`src/rtl/imem_dmem_arbiter.sv`:
```
// Shares one single-ported, variable-latency memory between instruction fetch (I)
// and data load/store (D). D has priority; a starvation counter eventually forces I through.
module imem_dmem_arbiter #(
  parameter int ADDR_W       = 32,
  parameter int DATA_W       = 32,
  parameter int STARVE_LIMIT = 4,
  parameter int TIMEOUT      = 16
) (
  input  logic              clk_i,
  input  logic              rst_i,
  input  logic              i_req_i,
  input  logic [ADDR_W-1:0] i_addr_i,
  output logic [DATA_W-1:0] i_rdata_o,
  output logic              i_ack_o,
  input  logic              d_req_i,
  input  logic              d_we_i,
  input  logic [ADDR_W-1:0] d_addr_i,
  input  logic [DATA_W-1:0] d_wdata_i,
  output logic [DATA_W-1:0] d_rdata_o,
  output logic              d_ack_o,
  output logic              mem_req_o,
  output logic              mem_we_o,
  output logic [ADDR_W-1:0] mem_addr_o,
  output logic [DATA_W-1:0] mem_wdata_o,
  input  logic [DATA_W-1:0] mem_rdata_i,
  input  logic              mem_ack_i,
  output logic              owner_o,
  output logic              err_o
);

  typedef enum logic [1:0] {IDLE, BUSY, RESP} state_t;

  localparam logic [3:0] SLIM    = 4'(STARVE_LIMIT);
  localparam logic [7:0] TO_LAST = 8'(TIMEOUT - 1);

  state_t            state_q, state_d;
  logic [3:0]        starve_cnt_q, starve_cnt_d;
  logic [7:0]        wait_cnt_q, wait_cnt_d;
  logic              mem_req_q, mem_req_d;
  logic              mem_we_q, mem_we_d;
  logic [ADDR_W-1:0] mem_addr_q, mem_addr_d;
  logic [DATA_W-1:0] mem_wdata_q, mem_wdata_d;
  logic [DATA_W-1:0] i_rdata_q, i_rdata_d;
  logic [DATA_W-1:0] d_rdata_q, d_rdata_d;
  logic              i_ack_q, i_ack_d;
  logic              d_ack_q, d_ack_d;
  logic              owner_q, owner_d;
  logic              err_q, err_d;
  logic              grant_i;
  logic              done;
  logic [DATA_W-1:0] rd_val;

  always_comb begin
    state_d      = state_q;
    starve_cnt_d = starve_cnt_q;
    wait_cnt_d   = wait_cnt_q;
    mem_req_d    = mem_req_q;
    mem_we_d     = mem_we_q;
    mem_addr_d   = mem_addr_q;
    mem_wdata_d  = mem_wdata_q;
    i_rdata_d    = i_rdata_q;
    d_rdata_d    = d_rdata_q;
    i_ack_d      = 1'b0;
    d_ack_d      = 1'b0;
    owner_d      = owner_q;
    err_d        = err_q;
    grant_i      = 1'b0;
    done         = 1'b0;
    rd_val       = '0;
    case (state_q)
      IDLE: begin
        if (i_req_i || d_req_i) begin
          grant_i = i_req_i && (!d_req_i || starve_cnt_q == SLIM);
          if (grant_i) begin
            owner_d      = 1'b0;
            mem_we_d     = 1'b0;
            mem_addr_d   = i_addr_i;
            mem_wdata_d  = '0;
            starve_cnt_d = '0;
          end else begin
            owner_d     = 1'b1;
            mem_we_d    = d_we_i;
            mem_addr_d  = d_addr_i;
            mem_wdata_d = d_wdata_i;
            // I only counts as starved when it was actually asking
            if (i_req_i && starve_cnt_q != SLIM) starve_cnt_d = starve_cnt_q + 4'd1;
          end
          mem_req_d  = 1'b1;
          wait_cnt_d = '0;
          state_d    = BUSY;
        end
      end
      BUSY: begin
        if (mem_ack_i) begin
          done   = 1'b1;
          rd_val = mem_we_q ? '0 : mem_rdata_i;
        end else if (wait_cnt_q == TO_LAST) begin
          done  = 1'b1;
          err_d = 1'b1;
        end else begin
          wait_cnt_d = wait_cnt_q + 8'd1;
        end
        if (done) begin
          mem_req_d = 1'b0;
          mem_we_d  = 1'b0;
          state_d   = RESP;
          if (owner_q) begin
            d_rdata_d = rd_val;
            d_ack_d   = 1'b1;
          end else begin
            i_rdata_d = rd_val;
            i_ack_d   = 1'b1;
          end
        end
      end
      RESP:    state_d = IDLE;
      default: state_d = IDLE;
    endcase
  end

  always_ff @(posedge clk_i or negedge rst_i) begin
    if (!rst_i) begin
      state_q      <= IDLE;
      starve_cnt_q <= '0;
      wait_cnt_q   <= '0;
      mem_req_q    <= 1'b0;
      mem_we_q     <= 1'b0;
      mem_addr_q   <= '0;
      mem_wdata_q  <= '0;
      i_rdata_q    <= '0;
      d_rdata_q    <= '0;
      i_ack_q      <= 1'b0;
      d_ack_q      <= 1'b0;
      owner_q      <= 1'b0;
      err_q        <= 1'b0;
    end else begin
      state_q      <= state_d;
      starve_cnt_q <= starve_cnt_d;
      wait_cnt_q   <= wait_cnt_d;
      mem_req_q    <= mem_req_d;
      mem_we_q     <= mem_we_d;
      mem_addr_q   <= mem_addr_d;
      mem_wdata_q  <= mem_wdata_d;
      i_rdata_q    <= i_rdata_d;
      d_rdata_q    <= d_rdata_d;
      i_ack_q      <= i_ack_d;
      d_ack_q      <= d_ack_d;
      owner_q      <= owner_d;
      err_q        <= err_d;
    end
  end

  assign mem_req_o   = mem_req_q;
  assign mem_we_o    = mem_we_q;
  assign mem_addr_o  = mem_addr_q;
  assign mem_wdata_o = mem_wdata_q;
  assign i_rdata_o   = i_rdata_q;
  assign d_rdata_o   = d_rdata_q;
  assign i_ack_o     = i_ack_q;
  assign d_ack_o     = d_ack_q;
  assign owner_o     = owner_q;
  assign err_o       = err_q;

endmodule

```
`config.mk`:
```
export PLATFORM = sky130hd
export DESIGN_NAME = imem_dmem_arbiter
export DESIGN_NICKNAME = d
export VERILOG_FILES = /design/src/rtl/imem_dmem_arbiter.sv
export SDC_FILE = /design/constraint.sdc
export NUM_CORES = 1
export LEC_CHECK = 0
export ABC_AREA = 1
export CAP_MARGIN = 15
export CORE_ASPECT_RATIO = 1.4
export CORE_MARGIN = 2
export CORE_UTILIZATION = 38
export CTS_CLUSTER_DIAMETER = 200
export DETAILED_ROUTE_END_ITERATION = 8
export PLACE_DENSITY = 0.71
export SETUP_SLACK_MARGIN = 0.02
export SYNTH_ARGS = -nofsm -noshare
export SYNTH_HDL_FRONTEND = slang
export SYNTH_SLANG_ARGS = --single-unit
export TNS_END_PERCENT = 1
```
`constraint.sdc`:
```
create_clock -name clk_i -period 2.3 [get_ports clk_i]
set_clock_uncertainty 0.2 [all_clocks]
set_input_delay 0.23 -clock clk_i [delete_from_list [all_inputs] [get_ports clk_i]]
set_output_delay 0.23 -clock clk_i [all_outputs]
set_load 0.01 [all_outputs]
```
=== Word level (Yosys, flattened, before mapping) ===
Index checks and enable logic that the tools add are counted.

* Bits in registers: 148
* Bits of input ports: 134
* Output and inout port bits: 134
* Word-level logic and storage cells: 70

* Add/sub/neg operators: 2
* Eq/ne operators: 8
* Mux-type cells: 29
* Bitwise gates (word level): 2
* Reductions and logical operators: 16

{| class="wikitable"
|+ Operators by type and width
! kind !! number
|-
| two-way mux 32 bit || 4
|-
| two-way mux 8 bit || 3
|-
| one-hot mux 8 bit (2 select lines) || 1
|-
| AND reduction 3 bit || 5
|-
| two-way mux 1 bit || 14
|-
| adder 8 x 1 -> 8 bit, second input constant || 1
|-
| == test 8 x 4 -> 1 bit, second input constant || 1
|-
| two-way mux 4 bit || 2
|-
| inequality test 2 bit, second input constant || 4
|-
| adder 4 x 1 -> 4 bit, second input constant || 1
|-
| == test 4 x 3 -> 1 bit, second input constant || 1
|-
| two-way mux 2 bit || 2
|-
| inequality test 4 x 3 -> 1 bit, second input constant || 1
|-
| one-hot mux 1 bit (2 select lines) || 2
|-
| one-hot mux 2 bit (2 select lines) || 1
|-
| AND reduction 2 bit || 2
|-
| AND reduction 4 bit || 1
|-
| nonzero test 2 bit || 2
|-
| == test 2 x 1 -> 1 bit, second input constant || 1
|-
| logical AND 1 bit || 2
|-
| logical NOT 2 bit || 1
|-
| logical OR 1 bit || 2
|-
| NOT 1 bit || 2
|-
| logical NOT 1 bit || 1
|}

=== Depth between registers and ports, before layout ===
* Depth after elaboration: 6
* Mapped depth: 10
* Gate-level depth less buffers: 9

=== Worst setup path before layout ===
Ideal clock, no wire load.

* Kind: register to register
* Start point: register wait_cnt_q[0]
* End point: register i_rdata_q[10] (netlist: i_rdata_o[10])
* Data arrival time: 1,367 ps
* Data required time: 2,034 ps
* Slack: 667 ps
* Cell stages (with the launch flop): 8
* Path buffers: 2
* Cells stage by stage: dfrtp_1 -> ha_1 -> nand3_2 -> o21ai_4 -> buf_6 -> buf_2 -> nand4_1 -> nand2_1

* Cells in the longest elaborated chain, start to end: 5

{| class="wikitable"
|+ Ends and longest elaborated chain
! what !! line !! text
|-
| start, declared || 38 || <nowiki>logic [7:0] wait_cnt_q, wait_cnt_d;</nowiki>
|-
| start signal, assigned || 139 || <nowiki>wait_cnt_q <= wait_cnt_d;</nowiki>
|-
| == test 8 x 4 -> 1 bit || 97 || <nowiki>end else if (wait_cnt_q == TO_LAST) begin</nowiki>
|-
| two-way mux 1 bit || 97 ||
|-
| two-way mux 1 bit || 94 || <nowiki>if (mem_ack_i) begin</nowiki>
|-
| two-way mux 1 bit || 70 || <nowiki>case (state_q)</nowiki>
|-
| AND reduction 3 bit (no source line) || - ||
|-
| end signal, assigned || 144 || <nowiki>i_rdata_q <= i_rdata_d;</nowiki>
|-
| end, declared || 43 || <nowiki>logic [DATA_W-1:0] i_rdata_q, i_rdata_d;</nowiki>
|}

No other way between the ends. The select of a mux whose other input is x is not followed.
A chain may end at the register's enable or synchronous reset.

=== Worst setup path in the final report ===
* Start point: register wait_cnt_q[0]
* End point: register d_rdata_q[31] (netlist: d_rdata_o[31])

* Cells in the longest elaborated chain, start to end: 5

{| class="wikitable"
|+ Ends and longest elaborated chain
! what !! line !! text
|-
| == test 8 x 4 -> 1 bit || 97 ||
|-
| two-way mux 1 bit || 97 ||
|-
| two-way mux 1 bit || 94 ||
|-
| two-way mux 1 bit || 70 ||
|-
| AND reduction 3 bit (no source line) || - ||
|-
| end signal, assigned || 145 || <nowiki>d_rdata_q <= d_rdata_d;</nowiki>
|-
| end, declared || 44 || <nowiki>logic [DATA_W-1:0] d_rdata_q, d_rdata_d;</nowiki>
|}

No other way between the ends. The select of a mux whose other input is x is not followed.

==> impl_metrics.tcl <==
set metrics [dict create \
    overflow 0 \
    cts_root_buf "clkbuf_16" \
    p_leak_nw 5.215 \
    setup_viol 0 \
    fillCellCount 1542 \
    ant_nets 0 \
    viasPerCell 4.797 \
    yosys.area.top_type "dfrtp_1" \
    status "complete, no violations" \
    synth_edf_count 0 \
    dr.pass1.iters 5 \
    clk_latency_ns 0.41 \
    grtUsageTotal_pct 21.14 \
    min_path_type "in -> async" \
    max_freq_mhz 511.4 \
    worstMarginPinSlew_ns 0.6907 \
    routedWlPerCell_um 14.54 \
    core_area_um2 17470 \
    num_io_pins 268 \
    criticalPathCategory "reg -> reg" \
    maxCapViolCount 0 \
    critPathLaunch "wait_cnt_q[0]" \
    grt_pass1_vias 6467 \
    grt_max_degree 55 \
    synth_fp_nets 997 \
    rsz0062_at_grt "no" \
    rows 57 \
    cp.arrival_ns 2.09 \
    avgSynthCellArea_um2 7.917 \
    reg2reg_from "wait_cnt_q[0]" \
    antenna_found_initial 1 \
    first_iter_violations 480 \
    synthArstFlopShare_pct 100.0 \
    yosysUniqueCellTypes 27 \
    dp_hpwl_um 14010 \
    die_w_um 117.1 \
    clock_path_buffers 2 \
    final_cell_mix "nand2_1, clkdlybuf4s50_1, dfrtp_1, nand3_1, nand4_1" \
    nets 1249 \
    final_cells 1362 \
    start_util_pct 38.97 \
    crit_path_start_kind "flip-flop" \
    dp.cells 1328 \
    path_buf_inv 1 \
    synth-seq-area-share_pct 54.39 \
    synth_area_leaders "dfrtp_1, nand2_1, nand4_1" \
    finalCritPeriodShare_pct 85.02 \
    worstPathRequired_ns 2.44 \
    cts_tree "done" \
    dieArea_um2 19020 \
    routed_wl_um 19810 \
    timing.slew.headroom_pct 53.95 \
    cts_made_buffers 17 \
    cts.sink_count 148 \
    layout_commonest_cell "nand2_1" \
    grt_first_pass_wirelength_um 31660 \
    yosysTopAreaCellShare_pct 54.39 \
    slowest_stage "dfrtp_1" \
    min_period_ns 1.955 \
    worstPathCellList "ha_1, nand3_2, o21ai_4, buf_4, nand4_1, nand2_1" \
    power_density_nw_per_um2 1255 \
    routabilityCongestion 0.7997 \
    ys.flop_type "dfrtp_1" \
    critPathCaptureType "flip-flop" \
    hold_ws_ns 0.1336 \
    tns_ns 0 \
    cp_max_fo 26 \
    synth_area_um2 6809 \
    synth-seq-cells 148 \
    cpPeakStageDelay_ns 0.41 \
    vdd_drop_max_v 0.0005153 \
    h-tree-depth 4 \
    ys_warn_count 0 \
    num_vias 6533 \
    io_buffers 267 \
    report.final.slew_viol_count 0 \
    hold_viol 0 \
    die_y_um 162.4 \
    cp_top_family "flip-flops" \
    synth_cells 860 \
    area_growth_pct 51.98 \
    cts.clk_slew.worst_paths_ns 0.06 \
    drive_gt1_share_pct 6.311 \
    drc 0 \
]
synthesized netlist by cell type, types with 2 or more instances:
| cell type | count |
|---|---|
| nand2_1 | 393 |
| o21ai_0 | 6 |
| dfrtp_1 | 148 |
| buf_2 | 32 |
| clkbuf_1 | 22 |
| buf_4 | 4 |
| nor2_1 | 41 |
| inv_1 | 47 |
| o21ai_1 | 3 |
| nand4_1 | 67 |
| nand3_1 | 76 |
| ha_1 | 3 |
| or2_2 | 2 |
| nand3_2 | 3 |
layer usage:
layer	track usage [%]	part of all wire (%)	up-vias
met2	36.34	50	251
li1	-	-	3258
met3	5.545	7.1	24
met4	7.005	2.0	0
met1	25.55	41	3000
met5	0	0	-
final timing paths:
path,end,slack [ns],depth (start not counted)
max,d_rdata_o[31],0.34,6
min reg2reg,i_rdata_o[1],0.27,2
max in group asynchronous,mem_addr_o[19],1.10,3
min in group clk_i,mem_wdata_o[5],0.17,3
max reg2reg,d_rdata_o[31],0.34,6
min,i_rdata_o[22],0.13,2
logic make-up (layout without fill, tap and decap cells):
group	count (synthesis)	count (layout)	synth area share, %
adders and majority gates	3	3	0.5513
and+or+nand+nor	584	584	36.49
DFF	148	148	54.39
xor gates and xnor gates	2	2	0.2573
AOI/OAI and AO/OA	13	13	1.268
buffers and inverters	110	375	7.038
other	0	1	0
cell type report:
cell class / instances / area [µm²] / share of cell area, %
multi-input cells: 602 / 2641 / 25.52
clock buffers: 19 / 452.9 / 4.377
well taps: 236 / 295.3 / 2.853
inverters: 49 / 183.9 / 1.777
repair buffers: 294 / 2929 / 28.30
diodes: 1 / 2.502 / 0.02418
clock inverters: 13 / 140.1 / 1.354
flip-flops and latches: 148 / 3704 / 35.79
registers in the layout, indices dropped and copies added (netlist names):
name	cells
state_q	2
err_o	1
owner_o	1
mem_req_o	1
mem_addr_o	32
mem_wdata_o	32
i_rdata_o	32
starve_cnt_q	4
d_rdata_o	32
d_ack_o	1
mem_we_o	1
wait_cnt_q	8
i_ack_o	1
power by group:
| group | switching (mW) | total [mW] | internal, mW |
|---|---|---|---|
| Sequential | 0.684 | 4.43 | 3.74 |
| Combinational | 2.98 | 5.83 | 2.84 |
| Clock | 1.15 | 2.73 | 1.58 |
| Total | 4.82 | 13.0 | 8.17 |
stage by stage:
stage | utilization [%] | setup slack (ns) | instance area (µm²) | total power [mW]
after floorplan | - | 0.6665 | 6809 | 7.039
after global placement | 55.76 | 0.1891 | 9743 | 10.23
after detailed placement | 55.76 | 0.1956 | 9743 | 10.33
after CTS | 59.21 | 0.3606 | 10350 | 13.14
after global routing | 59.21 | 0.2306 | 10350 | 13.91
final | 59.23 | 0.3445 | 10350 | 12.99
what timing repair did:
action / CTS / global route
resized for setup: 0 / 0
hold buffers: 1 / 0
buffers inserted: 0 / 0
hold endpoints to repair: 87 / 0
Note: power is estimated with default switching activity, not from simulation.
